File: config.mk
export PLATFORM = sky130hd
export DESIGN_NAME = alu_op_sequencer_flat
export DESIGN_NICKNAME = d
export VERILOG_FILES = /design/src/rtl/alu_op_sequencer_if.sv /design/src/rtl/alu_op_sequencer.sv /design/src/flat_wrapper.sv
export SDC_FILE = /design/constraint.sdc
export NUM_CORES = 1
export LEC_CHECK = 0
export BUFFER_PORTS_ARGS = -buffer_cell sky130_fd_sc_hd__buf_2
export CORE_ASPECT_RATIO = 1.4
export CORE_UTILIZATION = 46
export DETAILED_ROUTE_END_ITERATION = 8
export PLACE_DENSITY = 0.95
export SLEW_MARGIN = 20
export SYNTH_ARGS = -nofsm -noshare
export SYNTH_HDL_FRONTEND = slang
export SYNTH_SLANG_ARGS = --single-unit
export TNS_END_PERCENT = 30
File: constraint.sdc
create_clock -name clk -period 3.4 [get_ports clk]
set_clock_uncertainty 0.15 [all_clocks]
set_input_delay 0.68 -clock clk [delete_from_list [all_inputs] [get_ports clk]]
set_output_delay 0.68 -clock clk [all_outputs]
set_load 0.1 [all_outputs]
File: src/rtl/alu_op_sequencer_if.sv
// Operation issue and result return handshakes between the ALU sequencer and its neighbours.
// The master side issues operations and consumes results; the slave side is the sequencer.
interface alu_op_sequencer_if #(
  parameter int IN_WIDTH  = 16,
  parameter int OUT_WIDTH = 16
);
  logic                 op_valid;
  logic                 op_ready;
  logic [IN_WIDTH-1:0]  op_in1;
  logic [IN_WIDTH-1:0]  op_in2;
  logic [3:0]           op_fun;
  logic [OUT_WIDTH-1:0] res_out;
  logic                 res_flag;
  logic [1:0]           res_unit;
  logic                 res_valid;
  logic                 res_ready;

  modport master (
    output op_valid, op_in1, op_in2, op_fun, res_ready,
    input  op_ready, res_out, res_flag, res_unit, res_valid
  );

  modport slave (
    input  op_valid, op_in1, op_in2, op_fun, res_ready,
    output op_ready, res_out, res_flag, res_unit, res_valid
  );
endinterface

File: src/rtl/alu_op_sequencer.sv
// Issue stage for the 16-bit ALU: accepts one op, pulses the selected unit enable for one cycle,
// waits out the unit latency, captures that unit's result/flag and hands it downstream.
module alu_op_sequencer #(
  parameter int IN_WIDTH     = 16,
  parameter int OUT_WIDTH    = 16,
  parameter int UNIT_LATENCY = 1    // legal range 1..7
) (
  input  logic                 clk,
  input  logic                 rst,
  alu_op_sequencer_if.slave    bus,
  output logic [IN_WIDTH-1:0]  unit_in1,
  output logic [IN_WIDTH-1:0]  unit_in2,
  output logic [1:0]           unit_fun,
  output logic                 arith_en,
  output logic                 logic_en,
  output logic                 cmp_en,
  output logic                 shift_en,
  input  logic [OUT_WIDTH-1:0] arith_out,
  input  logic [OUT_WIDTH-1:0] logic_out,
  input  logic [OUT_WIDTH-1:0] cmp_out,
  input  logic [OUT_WIDTH-1:0] shift_out,
  input  logic                 arith_flag,
  input  logic                 logic_flag,
  input  logic                 cmp_flag,
  input  logic                 shift_flag
);

  // WAIT counter reload: the counter counts down to zero across UNIT_LATENCY WAIT cycles.
  localparam logic [2:0] WAIT_LOAD = 3'(UNIT_LATENCY - 1);

  typedef enum logic [1:0] {
    ST_IDLE  = 2'd0,
    ST_ISSUE = 2'd1,
    ST_WAIT  = 2'd2,
    ST_HOLD  = 2'd3
  } state_t;

  state_t               state_r;
  state_t               state_s;
  logic [2:0]           cnt_r;
  logic [2:0]           cnt_s;
  logic [1:0]           sel_r;
  logic [3:0]           en_r;
  logic                 accept_s;
  logic                 capture_s;
  logic                 release_s;
  logic [OUT_WIDTH-1:0] cap_out_s;
  logic                 cap_flag_s;

  // Unit select to one-hot enable: bit0 arith, bit1 logic, bit2 cmp, bit3 shift.
  function automatic logic [3:0] unit_onehot(input logic [1:0] unit);
    logic [3:0] oh;
    case (unit)
      2'd0:    oh = 4'b0001;
      2'd1:    oh = 4'b0010;
      2'd2:    oh = 4'b0100;
      2'd3:    oh = 4'b1000;
      default: oh = 4'b0000;
    endcase
    return oh;
  endfunction

  // Only IDLE accepts work; op_ready is a pure state decode.
  assign bus.op_ready = (state_r == ST_IDLE);

  assign arith_en = en_r[0];
  assign logic_en = en_r[1];
  assign cmp_en   = en_r[2];
  assign shift_en = en_r[3];

  // Next-state logic and the accept/capture/release strobes that drive the datapath registers.
  always_comb begin
    state_s   = state_r;
    cnt_s     = cnt_r;
    accept_s  = 1'b0;
    capture_s = 1'b0;
    release_s = 1'b0;
    case (state_r)
      ST_IDLE: begin
        if (bus.op_valid) begin
          accept_s = 1'b1;
          state_s  = ST_ISSUE;
        end else begin
          state_s  = ST_IDLE;
        end
      end
      ST_ISSUE: begin
        state_s = ST_WAIT;
        cnt_s   = WAIT_LOAD;
      end
      ST_WAIT: begin
        if (cnt_r == 3'd0) begin
          capture_s = 1'b1;
          state_s   = ST_HOLD;
        end else begin
          cnt_s     = cnt_r - 3'd1;
        end
      end
      ST_HOLD: begin
        if (bus.res_ready) begin
          release_s = 1'b1;
          state_s   = ST_IDLE;
        end else begin
          state_s   = ST_HOLD;
        end
      end
      default: begin
        state_s = ST_IDLE;
        cnt_s   = 3'd0;
      end
    endcase
  end

  // Result mux: pick the out/flag of the unit chosen when the op was accepted.
  always_comb begin
    cap_out_s  = {OUT_WIDTH{1'b0}};
    cap_flag_s = 1'b0;
    case (sel_r)
      2'd0: begin
        cap_out_s  = arith_out;
        cap_flag_s = arith_flag;
      end
      2'd1: begin
        cap_out_s  = logic_out;
        cap_flag_s = logic_flag;
      end
      2'd2: begin
        cap_out_s  = cmp_out;
        cap_flag_s = cmp_flag;
      end
      2'd3: begin
        cap_out_s  = shift_out;
        cap_flag_s = shift_flag;
      end
      default: begin
        cap_out_s  = {OUT_WIDTH{1'b0}};
        cap_flag_s = 1'b0;
      end
    endcase
  end

  // State, WAIT counter and enable register; the enable is high only for the ISSUE cycle.
  always_ff @(posedge clk) begin
    if (rst) begin
      state_r <= ST_IDLE;
      cnt_r   <= 3'd0;
      en_r    <= 4'b0000;
    end else begin
      state_r <= state_s;
      cnt_r   <= cnt_s;
      en_r    <= accept_s ? unit_onehot(bus.op_fun[3:2]) : 4'b0000;
    end
  end

  // Operand/function/select registers, loaded only on an accept edge so units see stable inputs.
  always_ff @(posedge clk) begin
    if (rst) begin
      unit_in1 <= {IN_WIDTH{1'b0}};
      unit_in2 <= {IN_WIDTH{1'b0}};
      unit_fun <= 2'd0;
      sel_r    <= 2'd0;
    end else if (accept_s) begin
      unit_in1 <= bus.op_in1;
      unit_in2 <= bus.op_in2;
      unit_fun <= bus.op_fun[1:0];
      sel_r    <= bus.op_fun[3:2];
    end
  end

  // Result registers: captured at the end of WAIT, held through HOLD and retained after release.
  always_ff @(posedge clk) begin
    if (rst) begin
      bus.res_out   <= {OUT_WIDTH{1'b0}};
      bus.res_flag  <= 1'b0;
      bus.res_unit  <= 2'd0;
      bus.res_valid <= 1'b0;
    end else if (capture_s) begin
      bus.res_out   <= cap_out_s;
      bus.res_flag  <= cap_flag_s;
      bus.res_unit  <= sel_r;
      bus.res_valid <= 1'b1;
    end else if (release_s) begin
      bus.res_valid <= 1'b0;
    end
  end

endmodule

File: src/flat_wrapper.sv
// flat-port wrapper written by rule: the top's interface ports become plain ports
module alu_op_sequencer_flat 
#(
  parameter int IN_WIDTH     = 16,
  parameter int OUT_WIDTH    = 16,
  parameter int UNIT_LATENCY = 1                       
)
  (clk, rst, unit_in1, unit_in2, unit_fun, arith_en, logic_en, cmp_en, shift_en, arith_out, logic_out, cmp_out, shift_out, arith_flag, logic_flag, cmp_flag, shift_flag, bus_op_valid, bus_op_in1, bus_op_in2, bus_op_fun, bus_res_ready, bus_op_ready, bus_res_out, bus_res_flag, bus_res_unit, bus_res_valid);
  alu_op_sequencer_if #(.IN_WIDTH(IN_WIDTH), .OUT_WIDTH(OUT_WIDTH)) bus_i ();
  input  logic clk;
  input  logic rst;
  output logic [IN_WIDTH-1:0] unit_in1;
  output logic [IN_WIDTH-1:0] unit_in2;
  output logic [1:0] unit_fun;
  output logic arith_en;
  output logic logic_en;
  output logic cmp_en;
  output logic shift_en;
  input  logic [OUT_WIDTH-1:0] arith_out;
  input  logic [OUT_WIDTH-1:0] logic_out;
  input  logic [OUT_WIDTH-1:0] cmp_out;
  input  logic [OUT_WIDTH-1:0] shift_out;
  input  logic arith_flag;
  input  logic logic_flag;
  input  logic cmp_flag;
  input  logic shift_flag;
  input wire logic [$bits(bus_i.op_valid)-1:0] bus_op_valid;
  input wire logic [$bits(bus_i.op_in1)-1:0] bus_op_in1;
  input wire logic [$bits(bus_i.op_in2)-1:0] bus_op_in2;
  input wire logic [$bits(bus_i.op_fun)-1:0] bus_op_fun;
  input wire logic [$bits(bus_i.res_ready)-1:0] bus_res_ready;
  output wire logic [$bits(bus_i.op_ready)-1:0] bus_op_ready;
  output wire logic [$bits(bus_i.res_out)-1:0] bus_res_out;
  output wire logic [$bits(bus_i.res_flag)-1:0] bus_res_flag;
  output wire logic [$bits(bus_i.res_unit)-1:0] bus_res_unit;
  output wire logic [$bits(bus_i.res_valid)-1:0] bus_res_valid;
  assign bus_i.op_valid = bus_op_valid;
  assign bus_i.op_in1 = bus_op_in1;
  assign bus_i.op_in2 = bus_op_in2;
  assign bus_i.op_fun = bus_op_fun;
  assign bus_i.res_ready = bus_res_ready;
  assign bus_op_ready = bus_i.op_ready;
  assign bus_res_out = bus_i.res_out;
  assign bus_res_flag = bus_i.res_flag;
  assign bus_res_unit = bus_i.res_unit;
  assign bus_res_valid = bus_i.res_valid;
  alu_op_sequencer #(.IN_WIDTH(IN_WIDTH), .OUT_WIDTH(OUT_WIDTH), .UNIT_LATENCY(UNIT_LATENCY)) u_core (.clk(clk), .rst(rst), .bus(bus_i), .unit_in1(unit_in1), .unit_in2(unit_in2), .unit_fun(unit_fun), .arith_en(arith_en), .logic_en(logic_en), .cmp_en(cmp_en), .shift_en(shift_en), .arith_out(arith_out), .logic_out(logic_out), .cmp_out(cmp_out), .shift_out(shift_out), .arith_flag(arith_flag), .logic_flag(logic_flag), .cmp_flag(cmp_flag), .shift_flag(shift_flag));
endmodule
==> out/results.ini, run 1 <==
[die]
initial_core_util_pct=47.50
fp-row-count=33
core_region_area_sq_mm=0.005822
io-pin-count=167
floorplan.die_area_sq_mm=0.006329
die_w_um=67.53
die_height_um=93.74

[logic_synthesis]
synthTopCellsByCount=sky130_fd_sc_hd__nand2_1, sky130_fd_sc_hd__dfxtp_1, sky130_fd_sc_hd__a21oi_1
synthMostInstantiatedCell=sky130_fd_sc_hd__nand2_1
yosys.area.top_type=sky130_fd_sc_hd__dfxtp_1
dominantRegCellSynth=sky130_fd_sc_hd__dfxtp_1
yosys-top-cells-area=sky130_fd_sc_hd__dfxtp_1, sky130_fd_sc_hd__mux4_2, sky130_fd_sc_hd__nand2_1
ys_warn_count=0
top_cell_type_s_share_of_synthesized_area_pct=47.06
async_reset_ff_share_pct=0
synth.yosys.seq_area_share_pct=47.06
synthesis.instances=274
number_of_enable_type_register_cells_in_the_synthesized_netlist=0
post_synth_num_cell_types=31
synth_area_per_cell_sq_um=10.09
post_synth_instance_area_sq_mm=0.002765
synthesis.nets=384
ys_ff_latch=65

[global_routing]
antenna_violations_before_repair=0
grt_overflow_total=0
grt_max_degree=41
global_route.usage.total_pct=22.18
first_pass_grt_wire_length_um=10620
grt_pass1_vias=2557

[critical_path]
worst_setup_path_start_kind=flip-flop
critical-path-max-stage-delay_ns=0.45
cpLargestDelayFamily=buffers and inverters
cp_data_arrival_time_ns=1.40
crit_path_top_delay_cell=sky130_fd_sc_hd__buf_2
end_kind=output pin
timing.critical_path.cells=buf_4, nor2_1, buf_2
cp_max_fo=15
cp_num_buf_inv=2
timing.critical_path.required_ns=2.57
worst-setup-path-type=reg -> out

[min_path]
hold_class=reg -> reg

[sta]
slew_headroom_pct=32.33
fmax_mhz=448.1
setup_repair_after_global_routing_missed_its_margin=false
period_utilization_pct=65.64
fin_setup_tns_ns=0
slew_violations=0
hold_viol=0
timing.final.crit_period_ns=2.232
setup_violators_final=0
tightestPinTransition_ns=1.015

[layout]
area_growth_pct=37.38
n_fill_cell=458
layout-drive-gt1-share_pct=48.18
finalNonFillerCells=510
fin_nets=545
n_antenna_cell=0

[power]
ir_worst_vdd_mv=0.3652
power_report.internal_total_w=0.001402
power.net_switching_w=0.0008540
pwrdens_mw_per_mm2=593.8
total_power_w=0.002256
p_leak_nw=1.809
p_comb_share_pct=30.7
seq_power_share_pct=37.8
power.clock.fraction_pct=31.5
sw_frac_of_total_pct=37.86

[clock_tree]
cts-htree-levels=3
cts_made_buffers=9
root_buffer=sky130_fd_sc_hd__clkbuf_8
clk_transition_reported_paths_ns=0.07
clock_sinks=65
clk_path_buf_depth=2
clock_tree_from_tritoncts=done
cts_resized=0
clock_latency_reported_for_the_late_side_of_the_worst_skew_pair_ns=0.33
post-cts-setup-buffers=0
cts-hold-fix-buffers=0

[route]
route.detailed.drc=0
wirelength_um=6971
routed-via-count=2603
route.detailed.vias_per_inst=5.104
drt_iter0_markers=51
detail_route.wl_per_cell_um=13.67
drt_pre_antenna_iters=4
antenna_left=0

[placement]
placed_cells=494
gp_congestion=0.7256
numPortBuffers=166
hpwl_um=5377

[run]
max-cap-violations=0

[outcome]
outcome=completed

[layer usage]
layer / GRT usage, % / part of all wire [%] / vias up
met1: 22.76 / 38 / 1203
met3: 5.218 / 7.0 / 8
met2: 40.51 / 53 / 112
li1: - / - / 1280
met5: 0 / 0 / -
met4: 10.28 / 1.4 / 0
[through the flow]
step	hold WS [ns]	area, sq um	worst slack [ns]	util, %
6_report	0.3069	3799	1.168	65.25
5_1_grt	0.3265	3799	1.015	65.25
4_1_cts	0.3086	3799	1.148	65.25
3_5_place_dp	0.2981	3581	1.049	61.51
3_3_place_gp	0.2893	3581	1.105	61.51
2_1_floorplan	0.2956	2765	0.7234	-
[tightest hold or removal path, cell delays in order (launching register included)]
cell                      delay [ns]
sky130_fd_sc_hd__dfxtp_1        0.31
sky130_fd_sc_hd__nand2_1        0.05
sky130_fd_sc_hd__a21oi_1        0.05
[worst paths after layout]
path	from	to	slack (ns)	cells past startpoint
setup / recovery	u_core.state_r[1]	bus_op_ready	1.17	3
hold / removal	u_core.unit_in1[7]	u_core.unit_in1[7]	0.31	2
setup reg to reg	u_core.state_r[0]	u_core.unit_in1[2]	1.27	4
hold reg to reg	u_core.unit_in1[7]	u_core.unit_in1[7]	0.31	2
[cell usage in the layout (no fill, tap or decap), types with 2 or more instances in the layout]
master / synthesis / routed
sky130_fd_sc_hd__ha_1: 2 / 2
sky130_fd_sc_hd__a21oi_1: 41 / 41
sky130_fd_sc_hd__clkinv_2: 0 / 2
sky130_fd_sc_hd__and2b_1: 2 / 2
sky130_fd_sc_hd__mux2i_1: 2 / 2
sky130_fd_sc_hd__bufinv_16: 0 / 2
sky130_fd_sc_hd__nor4b_2: 2 / 2
sky130_fd_sc_hd__o21bai_1: 3 / 3
sky130_fd_sc_hd__nor2_1: 4 / 4
sky130_fd_sc_hd__mux4_2: 17 / 17
sky130_fd_sc_hd__clkinvlp_4: 0 / 2
sky130_fd_sc_hd__buf_2: 7 / 166
sky130_fd_sc_hd__inv_1: 3 / 3
sky130_fd_sc_hd__nor2b_1: 3 / 3
sky130_fd_sc_hd__a22o_1: 17 / 17
sky130_fd_sc_hd__nor3b_1: 3 / 3
sky130_fd_sc_hd__dfxtp_1: 65 / 65
sky130_fd_sc_hd__buf_4: 4 / 6
sky130_fd_sc_hd__clkbuf_8: 0 / 9
sky130_fd_sc_hd__nand2_1: 76 / 76
[cells by family after synthesis]
logic type / count (synthesis) / synth area share [%]
compound gates: 64 / 14.39
buf+inv: 25 / 5.746
mux: 19 / 14.57
simple gates: 99 / 17.33
fa+ha+maj: 2 / 0.9048
flops: 65 / 47.06
[state kept, by name, indices dropped and copies added (netlist names)]
signal                cells
u_core.bus.res_unit       2
u_core.bus.res_out       16
u_core.unit_in1          16
u_core.sel_r              2
u_core.bus.res_flag       1
u_core.state_r            2
u_core.unit_fun           2
u_core.bus.res_valid      1
u_core.en_r               4
u_core.unit_in2          16
u_core.cnt_r              3
[final cells by class]
class                           instances  area [sq um]  share of cell area (%)
Clock buffer                            9         123.9                   3.261
Multi-Input combinational cell        184          1305                   34.35
Timing Repair Buffer                  172         875.8                   23.06
Sequential cell                        65          1301                   34.26
Clock inverter                          7         93.84                   2.470
Tap cell                               70         87.58                   2.306
Inverter                                3         11.26                  0.2964
[power by group through the flow]
stage | Combinational (W) | Sequential [W] | Clock (W)
floorplan | 0.000213 | 0.00122 | 0
global placement | 0.000684 | 0.000867 | 0
detailed placement | 0.000695 | 0.000869 | 0
CTS | 0.000696 | 0.000853 | 0.000731
global route | 0.000727 | 0.000859 | 0.000763
finish | 0.000693 | 0.000853 | 0.000710
Power figures use the tool's default switching activity.
==> run 2: changes to the inputs <==
--- a/config.mk
+++ b/config.mk
@@ -7,9 +7,9 @@
 export LEC_CHECK = 0
 export BUFFER_PORTS_ARGS = -buffer_cell sky130_fd_sc_hd__buf_2
 export CORE_ASPECT_RATIO = 1.4
-export CORE_UTILIZATION = 46
+export CORE_UTILIZATION = 43
 export DETAILED_ROUTE_END_ITERATION = 8
-export PLACE_DENSITY = 0.95
+export PLACE_DENSITY = 0.9
 export SLEW_MARGIN = 20
 export SYNTH_ARGS = -nofsm -noshare
 export SYNTH_HDL_FRONTEND = slang
==> constraint.sdc (replaced) <==
create_clock -name clk -period 2.3 [get_ports clk]
set_clock_uncertainty 0.15 [all_clocks]
set_input_delay 0.46 -clock clk [delete_from_list [all_inputs] [get_ports clk]]
set_output_delay 0.46 -clock clk [all_outputs]
set_load 0.1 [all_outputs]
==> out/results.ini, run 2 (synthesized netlist as in run 1, its figures left out) <==
[outcome]
outcome=completed  ; unchanged

[die]
die_height_um=96.88  ; was 93.74 um
core_region_area_sq_mm=0.006211  ; was 0.005822 sq mm
initial_core_util_pct=44.52  ; was 47.50%
floorplan.die_area_sq_mm=0.006760  ; was 0.006329 sq mm
fp-row-count=34  ; was 33
die_w_um=69.78  ; was 67.53 um
io-pin-count=167  ; unchanged

[clock_tree]
post-cts-setup-buffers=0  ; unchanged
cts_resized=0  ; unchanged
clock_tree_from_tritoncts=done  ; unchanged
clock_latency_reported_for_the_late_side_of_the_worst_skew_pair_ns=0.33  ; about the same
cts-htree-levels=3  ; unchanged
clock_sinks=65  ; unchanged
root_buffer=sky130_fd_sc_hd__clkbuf_8  ; unchanged
cts-hold-fix-buffers=0  ; unchanged
clk_path_buf_depth=2  ; unchanged
clk_transition_reported_paths_ns=0.08  ; was 0.07 ns
cts_made_buffers=9  ; unchanged

[critical_path]
cp_num_buf_inv=1  ; was 2
rr_endpoint=u_core.bus.res_out[6]  ; was u_core.unit_in1[2]
endpoint_of_the_worst_setup_timing_path=bus_op_ready  ; unchanged
timing.reg2reg.worst_path_depth=6  ; was 4
end_kind=output pin  ; unchanged
timing.critical_path.cells=nor2_2, buf_2  ; was buf_4, nor2_1, buf_2
timing.critical_path.required_ns=1.69  ; was 2.57 ns
worst-setup-path-type=reg -> out  ; unchanged
critical-path-max-stage-delay_ns=0.47  ; was 0.45 ns
cpLargestDelayFamily=flip-flops  ; was buffers and inverters
critical_path_cell_count=2  ; was 3
cp_data_arrival_time_ns=1.43  ; was 1.40 ns
cp_max_fo=15  ; unchanged
worst-r2r-setup-slack_ns=0.41  ; was 1.27 ns
worst_setup_path_start_kind=flip-flop  ; unchanged
crit_path_top_delay_cell=sky130_fd_sc_hd__dfxtp_1  ; was sky130_fd_sc_hd__buf_2
timing.critical_path.from=u_core.state_r[1]  ; unchanged
r2r-start=u_core.cnt_r[0]  ; was u_core.state_r[0]

[route]
antenna_left=0  ; unchanged
detail_route.wirelength.met1_um=2643  ; was 2683 um
highest-signal-layer=met4  ; unchanged
wirelength_um=6988  ; was 6971 um
routed-via-count=2675  ; was 2603
route.detailed.drc=0  ; unchanged
detail_route.wl_per_cell_um=13.65  ; was 13.67 um
wl_met2_um=3683  ; was 3703 um
drt_pre_antenna_iters=5  ; was 4
route.detailed.vias_per_inst=5.225  ; was 5.104
wl_met3_um=579  ; was 486 um
drt_iter0_markers=74  ; was 51

[sta]
slew_headroom_pct=65.99  ; was 32.33%
hold_viol=0  ; unchanged
setup_repair_after_global_routing_missed_its_margin=false  ; unchanged
fin_setup_tns_ns=0  ; unchanged
setup_violators_final=0  ; unchanged
period_utilization_pct=88.75
fmax_mhz=489.9
slew_violations=0  ; unchanged
timing.final.crit_period_ns=2.041
timing.hold.ws_ns=0.2064  ; was 0.3069 ns
tightestPinTransition_ns=0.5095  ; was 1.015 ns

[global_routing]
grt_overflow_total=0  ; unchanged
antenna_violations_before_repair=0  ; unchanged
first_pass_grt_wire_length_um=11480  ; was 10620 um
grt_max_degree=41  ; unchanged
global_route.usage.total_pct=20.87  ; was 22.18%
grt_pass1_vias=2698  ; was 2557

[power]
ir_worst_vdd_mv=0.5405  ; was 0.3652 mV
pwrdens_mw_per_mm2=876.7  ; was 593.8 mW/mm^2
p_leak_nw=1.807  ; was 1.809 nW

[placement]
numPortBuffers=166  ; unchanged
hpwl_um=5232  ; was 5377 um
gp_congestion=0.7207  ; was 0.7256

[layout]
top_regs=u_core.bus.res_out: 16 flops, u_core.unit_in1: 16 flops, u_core.unit_in2: 16 flops  ; unchanged
layout-drive-gt1-share_pct=48.18  ; unchanged
layout.cells.most_common_list=sky130_fd_sc_hd__buf_2, sky130_fd_sc_hd__nand2_1, sky130_fd_sc_hd__dfxtp_1  ; unchanged
layout_commonest_cell=sky130_fd_sc_hd__buf_2  ; unchanged
n_antenna_cell=0  ; unchanged
fin_nets=545  ; unchanged
area_growth_pct=37.65  ; was 37.38%

[run]
max-cap-violations=0  ; unchanged

[min_path]
hold_class=in -> reg  ; was reg -> reg
hp-start=bus_op_in2[8]  ; was u_core.unit_in1[7]

-- run 2: cell count changes in the layout (fill, tap and decap cells not counted), sizes merged --
| cell | previous run | this run |
|---|---|---|
| inv | 4 | 3 |
| clkbuf | 9 | 10 |
-- run 2: layer usage --
metal / track usage (%) / up-vias
met5: 0 / -
met4: 6.923 / 0
met3: 7.083 / 9
met2: 38.61 / 122
met1: 21.50 / 1261
li1: - / 1283
-- run 2: per-stage QoR --
| step | total power [W] | setup slack, ns | utilization, % | std cells | cell area (sq um) |
|---|---|---|---|---|---|
| 2_1_floorplan | 0.002118 | 0.3094 | - | 274 | 2768 |
| 3_3_place_gp | 0.002294 | 0.5219 | 57.74 | 496 | 3586 |
| 3_5_place_dp | 0.002313 | 0.4250 | 57.74 | 496 | 3586 |
| 4_1_cts | 0.003372 | 0.2226 | 61.28 | 512 | 3806 |
| 5_1_grt | 0.003481 | 0.1609 | 61.28 | 512 | 3806 |
| 6_report | 0.003337 | 0.2587 | 61.28 | 512 | 3806 |
-- run 2: cell type report --
| cell class | instances | area, sq um |
|---|---|---|
| Fill cell | 552 | 2405 |
| Multi-Input combinational cell | 184 | 1308 |
| Clock inverter | 6 | 92.59 |
| Sequential cell | 65 | 1301 |
| Timing Repair Buffer | 172 | 875.8 |
| Clock buffer | 10 | 127.6 |
| Tap cell | 72 | 90.09 |
| Inverter | 3 | 11.26 |
-- run 2: power by group --
part           switching [W]  internal [W]  leakage (nW)
clock network       0.000439      0.000614         0.103
registers          0.0000515       0.00121         0.531
logic               0.000771      0.000254          1.17
-- run 2: worst min-delay path by stage --
stage,depth (start not counted),end,slack (ns)
6_report,3,u_core.unit_in2[8],0.21
3_3_place_gp,2,u_core.unit_in2[13],0.29
2_1_floorplan,2,u_core.cnt_r[1],0.30
4_1_cts,3,u_core.unit_in2[0],0.19
5_1_grt,3,u_core.unit_in2[12],0.19
3_5_place_dp,2,u_core.unit_in2[2],0.30
-- run 2: worst register-to-register path, cell delays in order (launching register included) --
cell	delay, ns
sky130_fd_sc_hd__dfxtp_1	0.37
sky130_fd_sc_hd__inv_1	0.06
sky130_fd_sc_hd__ha_1	0.20
sky130_fd_sc_hd__ha_1	0.27
sky130_fd_sc_hd__nand3b_2	0.17
sky130_fd_sc_hd__nor2b_4	0.40
sky130_fd_sc_hd__a22o_1	0.22
==> run 3: changes to the inputs <==
--- a/config.mk
+++ b/config.mk
@@ -6,10 +6,12 @@
 export NUM_CORES = 1
 export LEC_CHECK = 0
 export BUFFER_PORTS_ARGS = -buffer_cell sky130_fd_sc_hd__buf_2
-export CORE_ASPECT_RATIO = 1.4
+export CAP_MARGIN = 0
+export CORE_ASPECT_RATIO = 0.6
 export CORE_UTILIZATION = 43
 export DETAILED_ROUTE_END_ITERATION = 8
 export PLACE_DENSITY = 0.9
+export RECOVER_POWER = 100
 export SLEW_MARGIN = 20
 export SYNTH_ARGS = -nofsm -noshare
 export SYNTH_HDL_FRONTEND = slang
==> out/results.ini, run 3 (synthesized netlist as in run 1, its figures left out) <==
[clock_tree]
clock_sinks=65  ; unchanged
clk_path_buf_depth=2  ; unchanged
clock_tree_from_tritoncts=done  ; unchanged
cts_made_buffers=9  ; unchanged
clk_transition_reported_paths_ns=0.07  ; was 0.08 ns
cts-hold-fix-buffers=0  ; unchanged
cts_resized=0  ; unchanged
cts-htree-levels=3  ; unchanged
root_buffer=sky130_fd_sc_hd__clkbuf_8  ; unchanged
clock_latency_reported_for_the_late_side_of_the_worst_skew_pair_ns=0.34  ; was 0.33 ns
post-cts-setup-buffers=0  ; unchanged

[die]
die_w_um=105.5  ; was 69.78 um
die_height_um=64.12  ; was 96.88 um
fp-row-count=22  ; was 34
io-pin-count=167  ; unchanged
initial_core_util_pct=44.85  ; was 44.52%
core_region_area_sq_mm=0.006166  ; was 0.006211 sq mm
floorplan.die_area_sq_mm=0.006766  ; was 0.006760 sq mm

[route]
drt_iter0_markers=94  ; was 74
route.detailed.vias_per_inst=4.977  ; was 5.225
route.detailed.drc=0  ; unchanged
drt_pre_antenna_iters=4  ; was 5
wirelength_um=7026  ; was 6988 um
detail_route.wl_per_cell_um=13.41  ; was 13.65 um
routed-via-count=2608  ; was 2675
antenna_left=0  ; unchanged

[critical_path]
cp_max_fo=15  ; unchanged
worst_setup_path_start_kind=flip-flop  ; unchanged
cp_data_arrival_time_ns=1.47  ; was 1.43 ns
timing.critical_path.required_ns=1.69  ; about the same
timing.critical_path.from=u_core.state_r[1]  ; unchanged
end_kind=output pin  ; unchanged
r2r-start=u_core.cnt_r[0]  ; unchanged
worst-setup-path-type=reg -> out  ; unchanged

[sta]
setup_violators_final=0  ; unchanged
timing.final.crit_period_ns=2.079  ; was 2.041 ns
period_utilization_pct=90.39  ; was 88.75%
fmax_mhz=481.0  ; was 489.9 MHz
slew_violations=0  ; unchanged
fin_setup_tns_ns=0  ; unchanged
tightestPinTransition_ns=0.6847  ; was 0.5095 ns
layout_setup_ws_ns=0.2211  ; was 0.2587 ns
setup_repair_after_global_routing_missed_its_margin=false  ; unchanged
hold_viol=0  ; unchanged
slew_headroom_pct=54.36  ; was 65.99%

[layout]
top_regs=u_core.bus.res_out: 16 flops, u_core.unit_in1: 16 flops, u_core.unit_in2: 16 flops  ; unchanged
fin_nets=545  ; unchanged
layout.cells.most_common_list=sky130_fd_sc_hd__buf_2, sky130_fd_sc_hd__nand2_1, sky130_fd_sc_hd__dfxtp_1  ; unchanged
layout_commonest_cell=sky130_fd_sc_hd__buf_2  ; unchanged
n_antenna_cell=0  ; unchanged
area_growth_pct=37.56  ; was 37.65%
n_fill_cell=530  ; was 552
layout-drive-gt1-share_pct=47.73  ; was 48.18%

[power]
ir_worst_vdd_mv=0.4390  ; was 0.5405 mV
pwrdens_mw_per_mm2=869.3  ; was 876.7 mW/mm^2
p_leak_nw=1.765  ; was 1.807 nW

[global_routing]
first_pass_grt_wire_length_um=11410  ; was 11480 um
global_route.usage.total_pct=21.73  ; was 20.87%
grt_pass1_vias=2538  ; was 2698
grt_max_degree=47  ; was 41
grt_overflow_total=0  ; unchanged
antenna_violations_before_repair=0  ; unchanged

[placement]
gp_congestion=0.7761  ; was 0.7207
numPortBuffers=166  ; unchanged
pre_cts_slack_ns=0.4030  ; was 0.4250 ns
hpwl_um=5218  ; was 5232 um

[min_path]
hp-start=bus_op_fun[2]  ; was bus_op_in2[8]
hold_class=in -> reg  ; unchanged

[run]
max-cap-violations=0  ; unchanged

[outcome]
outcome=completed  ; unchanged

run 3: cell types whose count changed in the layout (fill, tap and decap cells not counted), moves of 2 or more:
cell	change
sky130_fd_sc_hd__clkbuf_8	+2
sky130_fd_sc_hd__clkbuf_2	+61
sky130_fd_sc_hd__nor4b_1	+2
sky130_fd_sc_hd__nor4b_2	-2
sky130_fd_sc_hd__buf_4	-3
sky130_fd_sc_hd__buf_2	-59
run 3: critical path: stages, from the launching register on:
cell                       delay (ns)
sky130_fd_sc_hd__dfxtp_1         0.47
sky130_fd_sc_hd__nor2_2          0.19
sky130_fd_sc_hd__clkbuf_2        0.47
run 3: area by class of cell:
cell class / instances / area, sq um / share of cell area (%)
flip-flops and latches: 65 / 1301 / 34.21
well taps: 84 / 105.1 / 2.763
inverters: 3 / 11.26 / 0.2961
clock buffers: 11 / 151.4 / 3.980
clock inverters: 5 / 62.56 / 1.645
multi-input cells: 184 / 1289 / 33.88
repair buffers: 172 / 883.3 / 23.22
run 3: power breakdown:
part           internal [W]  total (W)  switching (W)
logic              0.000254    0.00103       0.000771
clock network      0.000565    0.00102       0.000454
registers           0.00121    0.00126      0.0000558
total               0.00203    0.00331        0.00128
run 3: through the flow:
stage                     hold WS (ns)  cells  power [W]  utilization (%)  instance area [sq um]
final                           0.1980    524   0.003306            61.69                   3804
after global routing            0.1879    524   0.003460            61.69                   3804
after CTS                       0.1854    524   0.003343            62.07                   3827
after detailed placement        0.2948    508   0.002321            58.60                   3613
after global placement          0.2893    508   0.002303            58.60                   3613
after floorplan                 0.2956    274   0.002118                -                   2768
run 3: path summary, 6_finish.rpt:
kind                                         endpoint  slack (ns)  depth (start not counted)
worst min register to register    u_core.unit_in1[14]        0.31                          2
worst max register to register  u_core.bus.res_out[5]        0.30                          7
worst min-delay path                   u_core.en_r[2]        0.20                          2
worst max-delay path                     bus_op_ready        0.22                          2
run 3: per-layer routing:
layer  GRT usage (%)  vias up  wire length [um]
met3           7.755       11               545
li1                -     1285                 -
met5               0        -                 0
met2           36.68      112              3316
met4           7.986        0                81
met1           25.73     1200              3083
